$ cat src/rtl/uart_pkg.sv
// uart_pkg: types and constants shared by the UART receiver and transmitter.
// Optional build macro used by uart_receiver: UART_RX_MAJORITY_EN.
package uart_pkg;

    // Receiver frame-tracking states.
    typedef enum logic [1:0] {
        IDLE  = 2'd0,
        START = 2'd1,
        DATA  = 2'd2,
        STOP  = 2'd3
    } rx_state_t;

    // 100 MHz / 115200 baud.
    localparam logic [15:0] DEFAULT_WTIME   = 16'h364;
    localparam int          UART_DATA_W     = 8;
    localparam logic        UART_STOP_LEVEL = 1'b1;

    // Two-out-of-three vote, used to reject single-cycle line glitches.
    function automatic logic maj3(input logic [2:0] v);
        return (v[0] & v[1]) | (v[0] & v[2]) | (v[1] & v[2]);
    endfunction

endpackage

$ cat src/rtl/uart_receiver_if.sv
// uart_receiver_if: received-byte stream (valid/ready) plus error pulses.
// master = the receiver producing bytes, slave = the consumer.
interface uart_receiver_if;
    import uart_pkg::*;

    logic                   valid;
    logic [UART_DATA_W-1:0] data;
    logic                   ready;
    logic                   ferr;
    logic                   ovr;

    modport master (
        output valid,
        output data,
        output ferr,
        output ovr,
        input  ready
    );

    modport slave (
        input  valid,
        input  data,
        input  ferr,
        input  ovr,
        output ready
    );

endinterface

$ cat src/rtl/uart_sync.sv
// uart_sync: multi-flop synchronizer for one asynchronous input bit.
// Resets to RESET_VAL so an idle-high line does not show a false edge.
module uart_sync #(
    parameter int   DEPTH     = 2,
    parameter logic RESET_VAL = 1'b1
) (
    input  logic clk,
    input  logic rst,
    input  logic d,
    output logic q
);

    logic [DEPTH-1:0] sync_q;
    logic [DEPTH-1:0] sync_d;

    // Shift the raw input into the bottom of the chain.
    always_comb begin
        sync_d = {sync_q[DEPTH-2:0], d};
    end

    // Synchronizer chain registers.
    always_ff @(posedge clk) begin
        if (rst) begin
            sync_q <= {DEPTH{RESET_VAL}};
        end else begin
            sync_q <= sync_d;
        end
    end

    assign q = sync_q[DEPTH-1];

endmodule

$ cat src/rtl/uart_receiver.sv
// uart_receiver: 8N1 LSB-first UART receiver with valid/ready output,
// framing-error and overrun pulses.
// Build macro UART_RX_MAJORITY_EN: when defined, every bit sample is the
// majority of the last three synchronized line values (needs WTIME >= 8).
module uart_receiver
    import uart_pkg::*;
#(
    parameter logic [15:0] WTIME = DEFAULT_WTIME
) (
    input  logic            clk,
    input  logic            rst,
    input  logic            rx,
    uart_receiver_if.master out_if,
    output logic            busy
);

    // Start-bit centre and full-bit sample points.
    localparam logic [15:0] HALF_M1 = (WTIME >> 1) - 16'd1;
    localparam logic [15:0] FULL_M1 = WTIME - 16'd1;

    logic rx_s;
    logic sample;

    rx_state_t              state_q, state_d;
    logic                   rx_d_q, rx_d_d;
    logic [15:0]            cnt_q, cnt_d;
    logic [2:0]             idx_q, idx_d;
    logic [UART_DATA_W-1:0] shreg_q, shreg_d;
    logic [UART_DATA_W-1:0] data_q, data_d;
    logic                   valid_q, valid_d;
    logic                   ferr_q, ferr_d;
    logic                   ovr_q, ovr_d;

    uart_sync #(
        .DEPTH     (2),
        .RESET_VAL (1'b1)
    ) u_sync (
        .clk (clk),
        .rst (rst),
        .d   (rx),
        .q   (rx_s)
    );

`ifdef UART_RX_MAJORITY_EN
    logic [1:0] hist_q, hist_d;

    // Keep the two previous synchronized samples for the vote.
    always_comb begin
        hist_d = {hist_q[0], rx_s};
    end

    // Vote history; reset to idle level.
    always_ff @(posedge clk) begin
        if (rst) begin
            hist_q <= 2'b11;
        end else begin
            hist_q <= hist_d;
        end
    end

    assign sample = maj3({hist_q, rx_s});
`else
    assign sample = rx_s;
`endif

    // Next-state logic: frame tracking, bit sampling and output handshake.
    always_comb begin
        state_d = state_q;
        rx_d_d  = rx_s;
        cnt_d   = cnt_q;
        idx_d   = idx_q;
        shreg_d = shreg_q;
        data_d  = data_q;
        // The consumer taking the byte clears valid unless a new byte lands.
        valid_d = valid_q && !out_if.ready;
        ferr_d  = 1'b0;
        ovr_d   = 1'b0;

        case (state_q)
            IDLE: begin
                // Falling edge of the synchronized line starts a frame.
                if (rx_d_q && !rx_s) begin
                    state_d = START;
                    cnt_d   = 16'd0;
                end
            end

            START: begin
                if (cnt_q == HALF_M1) begin
                    cnt_d = 16'd0;
                    if (sample) begin
                        // Line back high at start-bit centre: a glitch.
                        state_d = IDLE;
                    end else begin
                        state_d = DATA;
                        idx_d   = 3'd0;
                    end
                end else begin
                    cnt_d = cnt_q + 16'd1;
                end
            end

            DATA: begin
                if (cnt_q == FULL_M1) begin
                    cnt_d   = 16'd0;
                    shreg_d = {sample, shreg_q[UART_DATA_W-1:1]};
                    idx_d   = idx_q + 3'd1;
                    if (idx_q == 3'd7) begin
                        state_d = STOP;
                    end
                end else begin
                    cnt_d = cnt_q + 16'd1;
                end
            end

            STOP: begin
                if (cnt_q == FULL_M1) begin
                    // Leave at mid-stop so a back-to-back start edge is seen.
                    cnt_d   = 16'd0;
                    state_d = IDLE;
                    if (sample == UART_STOP_LEVEL) begin
                        if (valid_q && !out_if.ready) begin
                            // Previous byte still held: drop the new one.
                            ovr_d = 1'b1;
                        end else begin
                            data_d  = shreg_q;
                            valid_d = 1'b1;
                        end
                    end else begin
                        ferr_d = 1'b1;
                    end
                end else begin
                    cnt_d = cnt_q + 16'd1;
                end
            end

            default: begin
                state_d = IDLE;
            end
        endcase
    end

    // State and output registers.
    always_ff @(posedge clk) begin
        if (rst) begin
            state_q <= IDLE;
            rx_d_q  <= 1'b1;
            cnt_q   <= 16'd0;
            idx_q   <= 3'd0;
            shreg_q <= '0;
            data_q  <= '0;
            valid_q <= 1'b0;
            ferr_q  <= 1'b0;
            ovr_q   <= 1'b0;
        end else begin
            state_q <= state_d;
            rx_d_q  <= rx_d_d;
            cnt_q   <= cnt_d;
            idx_q   <= idx_d;
            shreg_q <= shreg_d;
            data_q  <= data_d;
            valid_q <= valid_d;
            ferr_q  <= ferr_d;
            ovr_q   <= ovr_d;
        end
    end

    assign out_if.valid = valid_q;
    assign out_if.data  = data_q;
    assign out_if.ferr  = ferr_q;
    assign out_if.ovr   = ovr_q;
    assign busy         = (state_q != IDLE);

endmodule

$ cat src/flat_wrapper.sv
// flat-port wrapper written by rule: the top's interface ports become plain ports
module uart_receiver_flat import uart_pkg::*;
#(
    parameter logic [15:0] WTIME = DEFAULT_WTIME
)
  (clk, rst, rx, busy, out_if_valid, out_if_data, out_if_ferr, out_if_ovr, out_if_ready);
  uart_receiver_if out_if_i ();
  input  logic clk;
  input  logic rst;
  input  logic rx;
  output logic busy;
  output wire logic [$bits(out_if_i.valid)-1:0] out_if_valid;
  output wire logic [$bits(out_if_i.data)-1:0] out_if_data;
  output wire logic [$bits(out_if_i.ferr)-1:0] out_if_ferr;
  output wire logic [$bits(out_if_i.ovr)-1:0] out_if_ovr;
  input wire logic [$bits(out_if_i.ready)-1:0] out_if_ready;
  assign out_if_valid = out_if_i.valid;
  assign out_if_data = out_if_i.data;
  assign out_if_ferr = out_if_i.ferr;
  assign out_if_ovr = out_if_i.ovr;
  assign out_if_i.ready = out_if_ready;
  uart_receiver #(.WTIME(WTIME)) u_core (.clk(clk), .rst(rst), .rx(rx), .out_if(out_if_i), .busy(busy));
endmodule
$ cat config.mk
export PLATFORM = sky130hd
export DESIGN_NAME = uart_receiver_flat
export DESIGN_NICKNAME = d
export VERILOG_FILES = /design/src/rtl/uart_pkg.sv /design/src/rtl/uart_receiver_if.sv /design/src/rtl/uart_sync.sv /design/src/rtl/uart_receiver.sv /design/src/flat_wrapper.sv
export SDC_FILE = /design/constraint.sdc
export NUM_CORES = 1
export LEC_CHECK = 0
export BUFFER_PORTS_ARGS = -buffer_cell sky130_fd_sc_hd__buf_4
export CORE_MARGIN = 2
export CORE_UTILIZATION = 50
export CTS_BUF_LIST = sky130_fd_sc_hd__clkbuf_2 sky130_fd_sc_hd__clkbuf_4 sky130_fd_sc_hd__clkbuf_8
export CTS_CLUSTER_SIZE = 25
export DETAILED_ROUTE_END_ITERATION = 12
export GPL_TIMING_DRIVEN = 0
export PLACE_DENSITY = 0.71
export RECOVER_POWER = 100
export SLEW_MARGIN = 20
export SYNTH_ARGS = -nofsm -noshare
export SYNTH_HDL_FRONTEND = slang
export SYNTH_SLANG_ARGS = --single-unit
$ cat constraint.sdc
create_clock -name clk -period 2.65 [get_ports clk]
set_input_delay 0.795 -clock clk [delete_from_list [all_inputs] [get_ports clk]]
set_output_delay 0.795 -clock clk [all_outputs]
set_load 0.02 [all_outputs]
==> metrics.yaml, run 1 <==
synth-edff-count: 0
path_max_fanout: 8
portBuffers: 15
gr-usage-all-layers: 0.193
netlist_area_mm2: 0.00196
initial_core_util: 0.527
rr_worst_depth: 7
synth_nets: 221
place_area_mm2: 0.00213
drt_pass1_iterations: 4
cts_tree: "yes"
combPwrFrac: 0.109
finish.utilization: 0.580
synth_most_common_cell: "dfxtp_1"
power.total_w: 0.00123
cpPeakStageDelay_ps: 600
cts_resized: 0
yosysTopAreaCell: "dfxtp_1"
fmaxAchievable_mhz: 413
period_needed_ps: 2420
synth_top_area_frac: 0.440
synthTopCellsByCount: "dfxtp_1 (43), nor2_1 (31), mux2i_1 (16), a21oi_1 (11)"
switchingPower_w: 0.000336
critical_path_required_ps: 2850
status: "finished, final reports clean"
grt_first_pass_wirelength_um: 6510
ios: 16
synth-main-ff-cell: "dfxtp_1"
crit_path_top_delay_cell: "or4_1"
cts_buffer_depth: 2
timing.rr.start: "u_core.cnt_q[10]"
reg2reg_to: "u_core.out_if.data[0]"
ys_warn_count: 0
syn_inst: 213
power_frac_clock: 0.353
slew_headroom: 0.567
vias: 1609
path_cells: "or4_1 -> or4_1 -> buf_6 -> nor3b_2 -> buf_6 -> mux2i_1 -> nor2_1"
layout.nets: 243
seq_area_frac_synth: 0.440
critical_path_arrival_ps: 2620
crit_path_end_kind: "flip-flop"
clk_pin_slew_ps: 90
cts_setup_buffers: 0
area_growth_pct: 10.0
syn_area_per_cell_um2: 9.19
grt_overflow_total: 0
hold_path_class: "reg -> reg"
hold_path_depth: 1
cts_buffers: 5
drcViolationCount: 0
maxCapViolCount: 0
min_from: "u_core.u_sync.sync_q[0]"
finClkSkew_ps: 5.02
synth.distinct_cells: 44
grt_max_degree: 16
htreeDepth: 2
wire_per_inst_um: 13.0
hpwl_um: 2620
gp_routability_congestion: 0.818
power_frac_seq: 0.539
num_rows: 22
die-area_mm2: 0.00443
timing_worst_setup_path_type: "reg -> reg"
synthTopCellsByArea: "dfxtp_1 (44%), mux2i_1 (8.2%), nor2_1 (5.9%)"
power.internal_w: 0.000892
fp.dieH_um: 66.6
rsz0062_at_grt: "false"
fp.dieW_um: 66.6
finalCritPeriodShare: 0.913
clock_sinks: 43
ys_async_sr_fraction: 0
rrSetupSlack_ps: 230
swShare: 0.274
ys_seq_elements: 43
ir_worst_vdd_uv: 483
antennaDiodeCount: 0
vias_per_cell: 5.67
routed_wl_um: 3700
fin_area_mm2: 0.00215
drv_slew: 0
setup_viol: 0
hold_viol_final: 0
holdPathEnd: "u_core.u_sync.sync_q[1]"
leakagePower_nw: 0.752
drtIter0Drc: 95
grt_pass1_vias: 1409
fin_tns_setup_ps: 0
drive_gt1_frac: 0.127
worst_pin_slew_ps: 646
power_density_mw_per_mm2: 570
ant_nets: 0
antenna_found_initial: 0
cts_hold_buffers: 0
cts-root-buf: "clkbuf_8"
core_area_mm2: 0.00372
startpoint_type: "flip-flop"
clock_latency_ps: 300
-- logic make-up after synthesis --
| family | after synthesis | synth area share |
|---|---|---|
| adders and majority gates | 4 | 0.0256 |
| AOI/OAI and AO/OA | 42 | 0.143 |
| and+or+nand+nor | 89 | 0.252 |
| xor gates and xnor gates | 1 | 0.00447 |
| buffers and inverters | 17 | 0.0473 |
| DFF | 43 | 0.440 |
| muxes | 17 | 0.0875 |
-- sequential cells by signal, summed over array words and instances, names as in the netlist, named ones only --
signal / count
u_core.shreg_q: 8
u_core.out_if.ovr: 1
u_core.out_if.valid: 1
u_core.out_if.ferr: 1
u_core.cnt_q: 16
u_core.rx_d_q: 1
u_core.state_q: 1
u_core.out_if.data: 8
u_core.u_sync.sync_q: 2
u_core.idx_q: 3
-- metal layers --
metal	up-vias	wire (µm)	track usage
li1	815	-	-
met1	752	1850	0.255
met4	0	70	0.0842
met2	34	1610	0.290
met5	-	0	0
met3	8	171	0.0557
-- cell type report --
type | count | area, µm²
Clock buffer | 5 | 68.8
Timing Repair Buffer | 15 | 63.8
Clock inverter | 3 | 23.8
Inverter | 7 | 26.3
Buffer | 10 | 62.6
Fill cell | 361 | 1560
Multi-Input combinational cell | 153 | 988
Sequential cell | 43 | 861
Tap cell | 48 | 60.1
-- cells in the final DEF, fill, tap and decap left out, types with 3 or more instances in the layout --
cell type / synthesis / routed
a21oi_1: 11 / 11
a22o_1: 3 / 3
a31oi_1: 7 / 7
buf_2: 5 / 5
buf_4: 2 / 3
clkbuf_1: 1 / 15
clkbuf_8: 0 / 5
dfxtp_1: 43 / 43
ha_1: 4 / 4
inv_1: 7 / 7
mux2i_1: 16 / 16
nand2_1: 10 / 10
nand2b_1: 4 / 4
nand3_1: 10 / 10
nand4_1: 3 / 3
nand4b_1: 3 / 3
nor2_1: 31 / 31
nor2b_1: 3 / 3
nor4_1: 3 / 3
o21ai_0: 8 / 8
or2_2: 5 / 5
or4_1: 2 / 4
-- worst max-delay path, delay by kind of cell (launching register included) --
kind,cells,cell delay (ps)
simple gates,4,1420
buf+inv,2,340
mux,1,190
flops,1,370
-- power by group through the flow --
stage / Combinational (W) / Clock [W] / Sequential [W]
global route: 0.000149 / 0.000471 / 0.000663
CTS: 0.000139 / 0.000439 / 0.000662
floorplan: 0.000102 / 0 / 0.000676
global placement: 0.000139 / 0 / 0.000677
detailed placement: 0.000138 / 0 / 0.000677
finish: 0.000134 / 0.000433 / 0.000662
-- stage by stage --
stage | hold slack [ps] | instances | worst slack, ps
after floorplan | 389 | 213 | 418
after global placement | 396 | 276 | 289
after detailed placement | 397 | 276 | 270
after CTS | 435 | 284 | 267
after global routing | 442 | 284 | 75.1
final | 431 | 284 | 231
-- how the worst max path moves through the flow --
stage | start | endpoint | slack (ps) | depth (start not counted)
after floorplan | u_core.cnt_q[14] | u_core.out_if.data[0] | 420 | 7
after global placement | u_core.cnt_q[10] | u_core.cnt_q[15] | 290 | 5
after detailed placement | u_core.cnt_q[10] | u_core.cnt_q[15] | 270 | 5
after CTS | u_core.cnt_q[10] | u_core.cnt_q[15] | 270 | 5
after global routing | u_core.cnt_q[10] | u_core.cnt_q[8] | 80 | 5
final | u_core.cnt_q[10] | u_core.out_if.data[0] | 230 | 7
Note: power is estimated with default switching activity, not from simulation.
==> run 2: changes to the inputs <==
- BUFFER_PORTS_ARGS: -buffer_cell sky130_fd_sc_hd__buf_4 -> not set
- DONT_BUFFER_PORTS: not set -> 1
- PLACE_DENSITY: 0.71 -> 0.68
==> run 2 against run 1 <==
Net effect:
- hold slack got worse by 12 ps
- non-clock buffer count decreased by 15
- sequential power about the same
- highest routed layer unchanged
- worst setup slack got worse by 57 ps
- count of clock-buffer cells in the layout unchanged
- largest power group unchanged
- sequential cell count unchanged
==> metrics.yaml, run 2 (synthesis results as in run 1) <==
cts_resized: 0  # unchanged
hold_viol_final: 0  # unchanged
cts_tree: "yes"
antennaDiodeCount: 0  # unchanged
gr-usage-all-layers: 0.193  # -0.000232
period_needed_ps: 2480  # +56.8 ps
area_growth_pct: 6.39
cts_buffers: 5  # unchanged
drcViolationCount: 0  # unchanged
route.met2.wl_um: 1820  # +13%
startpoint_type: "flip-flop"
routed_wl_um: 3810  # +2.9%
worst_pin_slew_ps: 635  # -11.8 ps
slew_headroom: 0.575  # +0.00791
m1WireLength_um: 1770  # -4.4%
rrSetupSlack_ps: 170  # -60 ps
largest_reg_flops: 16  # unchanged
crit_path_end_kind: "flip-flop"
multiInputGateArea_um2: 983  # -0.51%
power_density_mw_per_mm2: 584  # +2.4%
vias: 1535  # -4.6%
layout.nets: 228  # -6.2%
cts-root-buf: "clkbuf_8"
core_area_mm2: 0.00372  # unchanged
drive_gt1_frac: 0.118  # -0.00947
finalCritPeriodShare: 0.934  # +0.0214
fmaxAchievable_mhz: 404  # -2.3%
die-area_mm2: 0.00443  # unchanged
critical_path_required_ps: 2840  # about the same
fp.dieW_um: 66.6  # unchanged
vias_per_cell: 5.71  # +0.72%
leakagePower_nw: 0.721  # -4.1%
drv_slew: 0  # unchanged
timing_worst_setup_path_type: "reg -> reg"
hold_path_class: "reg -> reg"
ant_nets: 0  # unchanged
htreeDepth: 2  # unchanged
top_register: "u_core.cnt_q"
clock_latency_ps: 300  # about the same
grt_pass1_vias: 1413  # +0.28%
initial_core_util: 0.527  # unchanged
clock_sinks: 43  # unchanged
wl_met3_um: 152  # -11%
clk_pin_slew_ps: 90  # about the same
fp.dieH_um: 66.6  # unchanged
fin_tns_setup_ps: 0  # unchanged
grt_max_degree: 16  # unchanged
num_rows: 22  # unchanged
critical_path_arrival_ps: 2670  # +50 ps
rsz0062_at_grt: "false"
grt_overflow_total: 0  # unchanged
mostFrequentLayoutCells: "dfxtp_1 (43), nor2_1 (31), mux2i_1 (16), a21oi_1 (11)"
cts_setup_buffers: 0  # unchanged
setup_viol: 0  # unchanged
wire_per_inst_um: 14.2  # +8.6%
cts_buffer_depth: 2  # unchanged
n_fill_cell: 363  # +0.55%
drtIter0Drc: 77  # -19%
grt_first_pass_wirelength_um: 6400  # -1.8%
maxCapViolCount: 0  # unchanged
finish.utilization: 0.561  # -0.0192
finClkSkew_ps: 8.10  # +3.07 ps
ir_worst_vdd_uv: 396  # -18%
gp_routability_congestion: 0.824  # +0.72%
ios: 16  # unchanged
status: "finished, final reports clean"
hpwl_um: 2800  # +6.9%
antenna_found_initial: 0  # unchanged
top_layer_used: "met4"
drt_pass1_iterations: 4  # unchanged
portBuffers: 0  # -15
path_max_fanout: 10  # +2
cts_hold_buffers: 0  # unchanged
ff_latch_area_um2: 861  # unchanged
layout_commonest_cell: "dfxtp_1"
[run 2: cell types whose count changed in the layout (fill, tap and decap cells not counted), sizes merged]
cell,delta
inv,-1
clkinvlp,-1
clkinv,+2
clkbuf,-11
buf,-4
[run 2: area by class of cell]
type / count / share of cell area
Buffer: 10 / 0.0282
Clock buffer: 5 / 0.0330
Clock inverter: 3 / 0.0120
Inverter: 7 / 0.0126
Multi-Input combinational cell: 153 / 0.472
Sequential cell: 43 / 0.413
Tap cell: 48 / 0.0288
[run 2: path summary, 6_finish.rpt]
path                             endpoint                    start  depth (start not counted)
setup / recovery         u_core.cnt_q[15]         u_core.cnt_q[10]                          5
hold / removal    u_core.u_sync.sync_q[1]  u_core.u_sync.sync_q[0]                          1
setup reg to reg         u_core.cnt_q[15]         u_core.cnt_q[10]                          5
hold reg to reg   u_core.u_sync.sync_q[1]  u_core.u_sync.sync_q[0]                          1
[run 2: stage by stage]
step | total power (W) | hold slack, ps | worst slack [ps] | area [µm²] | cells
finish | 0.00122 | 419 | 174 | 2080 | 269
global route | 0.00127 | 458 | 43.1 | 2080 | 269
CTS | 0.00124 | 424 | 241 | 2110 | 269
detailed placement | 0.000807 | 399 | 268 | 2020 | 261
global placement | 0.000803 | 396 | 300 | 2020 | 261
floorplan | 0.000778 | 389 | 418 | 1960 | 213
[run 2: where the power goes]
part | leakage [nW] | internal (W) | switching (W)
logic | 0.329 | 0.0000428 | 0.0000844
clock network | 0.0443 | 0.000188 | 0.000239
registers | 0.347 | 0.000655 | 0.00000730
total | 0.721 | 0.000886 | 0.000330
[run 2: routing by layer]
layer / vias to the layer above / track usage
met5: - / 0
met4: 0 / 0.0816
met3: 7 / 0.0591
met2: 23 / 0.318
met1: 718 / 0.231
li1: 787 / -
[run 2: worst max-delay path, stage by stage, from the launching register on]
cell and delay (ps):
dfxtp_1 370, or4_4 560, or4_1 610, o2bb2ai_2 240, clkbuf_2 250, a221o_1 340
==> run 3: changes to the inputs <==
- RECOVER_POWER: 100 -> 50
==> run 3 against run 2 <==
Net effect:
- sequential share of layout area fell by 0.099 points
- cell count did not move
- sequential power barely moved
- via count fell by 0.33%
- core utilization rose by 0.13 points
- global-route usage did not move
- largest cell class unchanged
==> metrics.yaml, run 3 (synthesis results as in run 1) <==
grt_first_pass_wirelength_um: 6400  # unchanged
rr_worst_depth: 5  # unchanged
rrSetupSlack_ps: 200  # +30 ps
largest_reg_flops: 16  # unchanged
clock_latency_ps: 300  # about the same
startpoint_type: "flip-flop"
timing.rr.start: "u_core.cnt_q[10]"
die-area_mm2: 0.00443  # unchanged
cts_hold_buffers: 0  # unchanged
power.internal_w: 0.000886  # about the same
core_area_mm2: 0.00372  # unchanged
drive_gt1_frac: 0.122  # +0.00452
finClkSkew_ps: 7.47  # -0.627 ps
layout.nets: 228  # unchanged
power_density_mw_per_mm2: 582  # -0.38%
top_register: "u_core.cnt_q"
clk_pin_slew_ps: 90  # about the same
hold_viol_final: 0  # unchanged
period_needed_ps: 2450  # -30.7 ps
slew_headroom: 0.574  # -0.00183
antenna_found_initial: 0  # unchanged
hold_path_depth: 1  # unchanged
layout_commonest_cell: "dfxtp_1"
gr-usage-all-layers: 0.193  # unchanged
cts_resized: 0  # unchanged
fp.dieW_um: 66.6  # unchanged
fp.dieH_um: 66.6  # unchanged
cts_setup_buffers: 0  # unchanged
gp_routability_congestion: 0.824  # unchanged
switchingPower_w: 0.000328  # -0.55%
ir_worst_vdd_uv: 396  # about the same
holdPathEnd: "u_core.u_sync.sync_q[1]"
ios: 16  # unchanged
hold_path_class: "reg -> reg"
mostFrequentLayoutCells: "dfxtp_1 (43), nor2_1 (31), mux2i_1 (16), a21oi_1 (11)"
portBuffers: 0  # unchanged
fin_area_mm2: 0.00209  # +0.24%
num_rows: 22  # unchanged
setup_viol: 0  # unchanged
drcViolationCount: 0  # unchanged
htreeDepth: 2  # unchanged
finalCritPeriodShare: 0.923  # -0.0116
swShare: 0.270  # -0.00109
grt_overflow_total: 0  # unchanged
power_frac_clock: 0.350  # about the same
cts-root-buf: "clkbuf_8"
status: "finished, final reports clean"
leakagePower_nw: 0.723  # +0.34%
critical_path_arrival_ps: 2640  # -30 ps
critical_path_required_ps: 2840  # about the same
clock_sinks: 43  # unchanged
reg2reg_to: "u_core.cnt_q[15]"
maxCapViolCount: 0  # unchanged
rsz0062_at_grt: "false"
cts_tree: "yes"
vias: 1530  # -0.33%
vias_per_cell: 5.69  # -0.33%
drtIter0Drc: 77  # unchanged
worst_pin_slew_ps: 637  # +2.74 ps
drt_pass1_iterations: 4  # unchanged
path_max_fanout: 10  # unchanged
cts_buffer_depth: 2  # unchanged
fmaxAchievable_mhz: 409  # +1.3%
grt_pass1_vias: 1413  # unchanged
crit_path_end_kind: "flip-flop"
combPwrFrac: 0.105  # about the same
timing_worst_setup_path_type: "reg -> reg"
ant_nets: 0  # unchanged
routed_wl_um: 3810  # unchanged
cts_buffers: 5  # unchanged
critical_path.startpoint: "u_core.cnt_q[10]"
antennaDiodeCount: 0  # unchanged
grt_max_degree: 16  # unchanged
min_from: "u_core.u_sync.sync_q[0]"
power_frac_seq: 0.545  # about the same
wire_per_inst_um: 14.2  # unchanged
area_growth_pct: 6.65
finish.utilization: 0.562  # +0.00135
place_area_mm2: 0.00202  # unchanged
drv_slew: 0  # unchanged
initial_core_util: 0.527  # unchanged
fin_tns_setup_ps: 0  # unchanged
hpwl_um: 2800  # unchanged
## run 3: through the flow
| stage | hold slack [ps] | total power, W | worst slack (ps) | cells |
|---|---|---|---|---|
| 2_1_floorplan | 389 | 0.000778 | 418 | 213 |
| 3_3_place_gp | 396 | 0.000803 | 300 | 261 |
| 3_5_place_dp | 399 | 0.000807 | 268 | 261 |
| 4_1_cts | 424 | 0.00124 | 241 | 269 |
| 5_1_grt | 458 | 0.00127 | 64.8 | 269 |
| 6_report | 419 | 0.00121 | 205 | 269 |
## run 3: critical path, cell delays in order, from the launching register on
cell and delay, ps:
dfxtp_1 370, or4_4 560, or4_1 610, o2bb2ai_2 230, buf_2 240, a221o_1 330
## run 3: final cells by class
type	count	area, µm²
buffer	10	58.8
clock buffer	5	68.8
clock inverter	3	25.0
fill	362	1630
inverter	7	26.3
multi-input combinational	153	988
sequential	43	861
tap	48	60.1
## run 3: routing by layer
metal / GRT usage / part of all wire
met5: 0 / 0
met3: 0.0591 / 0.043
met4: 0.0816 / 0.018
met1: 0.231 / 0.46
met2: 0.318 / 0.48
## run 3: how the worst max path moves through the flow
stage | end | slack [ps]
5_1_grt | u_core.cnt_q[10] | 60
2_1_floorplan | u_core.out_if.data[0] | 420
3_5_place_dp | u_core.out_if.data[5] | 270
4_1_cts | u_core.out_if.data[5] | 240
6_report | u_core.cnt_q[15] | 200
3_3_place_gp | u_core.cnt_q[15] | 300
## run 3: power groups by stage
stage          logic, W  registers, W  clock network, W
6_report       0.000127      0.000662          0.000425
5_1_grt        0.000141      0.000664          0.000470
4_1_cts        0.000130      0.000662          0.000444
3_5_place_dp   0.000129      0.000677                 0
3_3_place_gp   0.000126      0.000677                 0
2_1_floorplan  0.000102      0.000676                 0
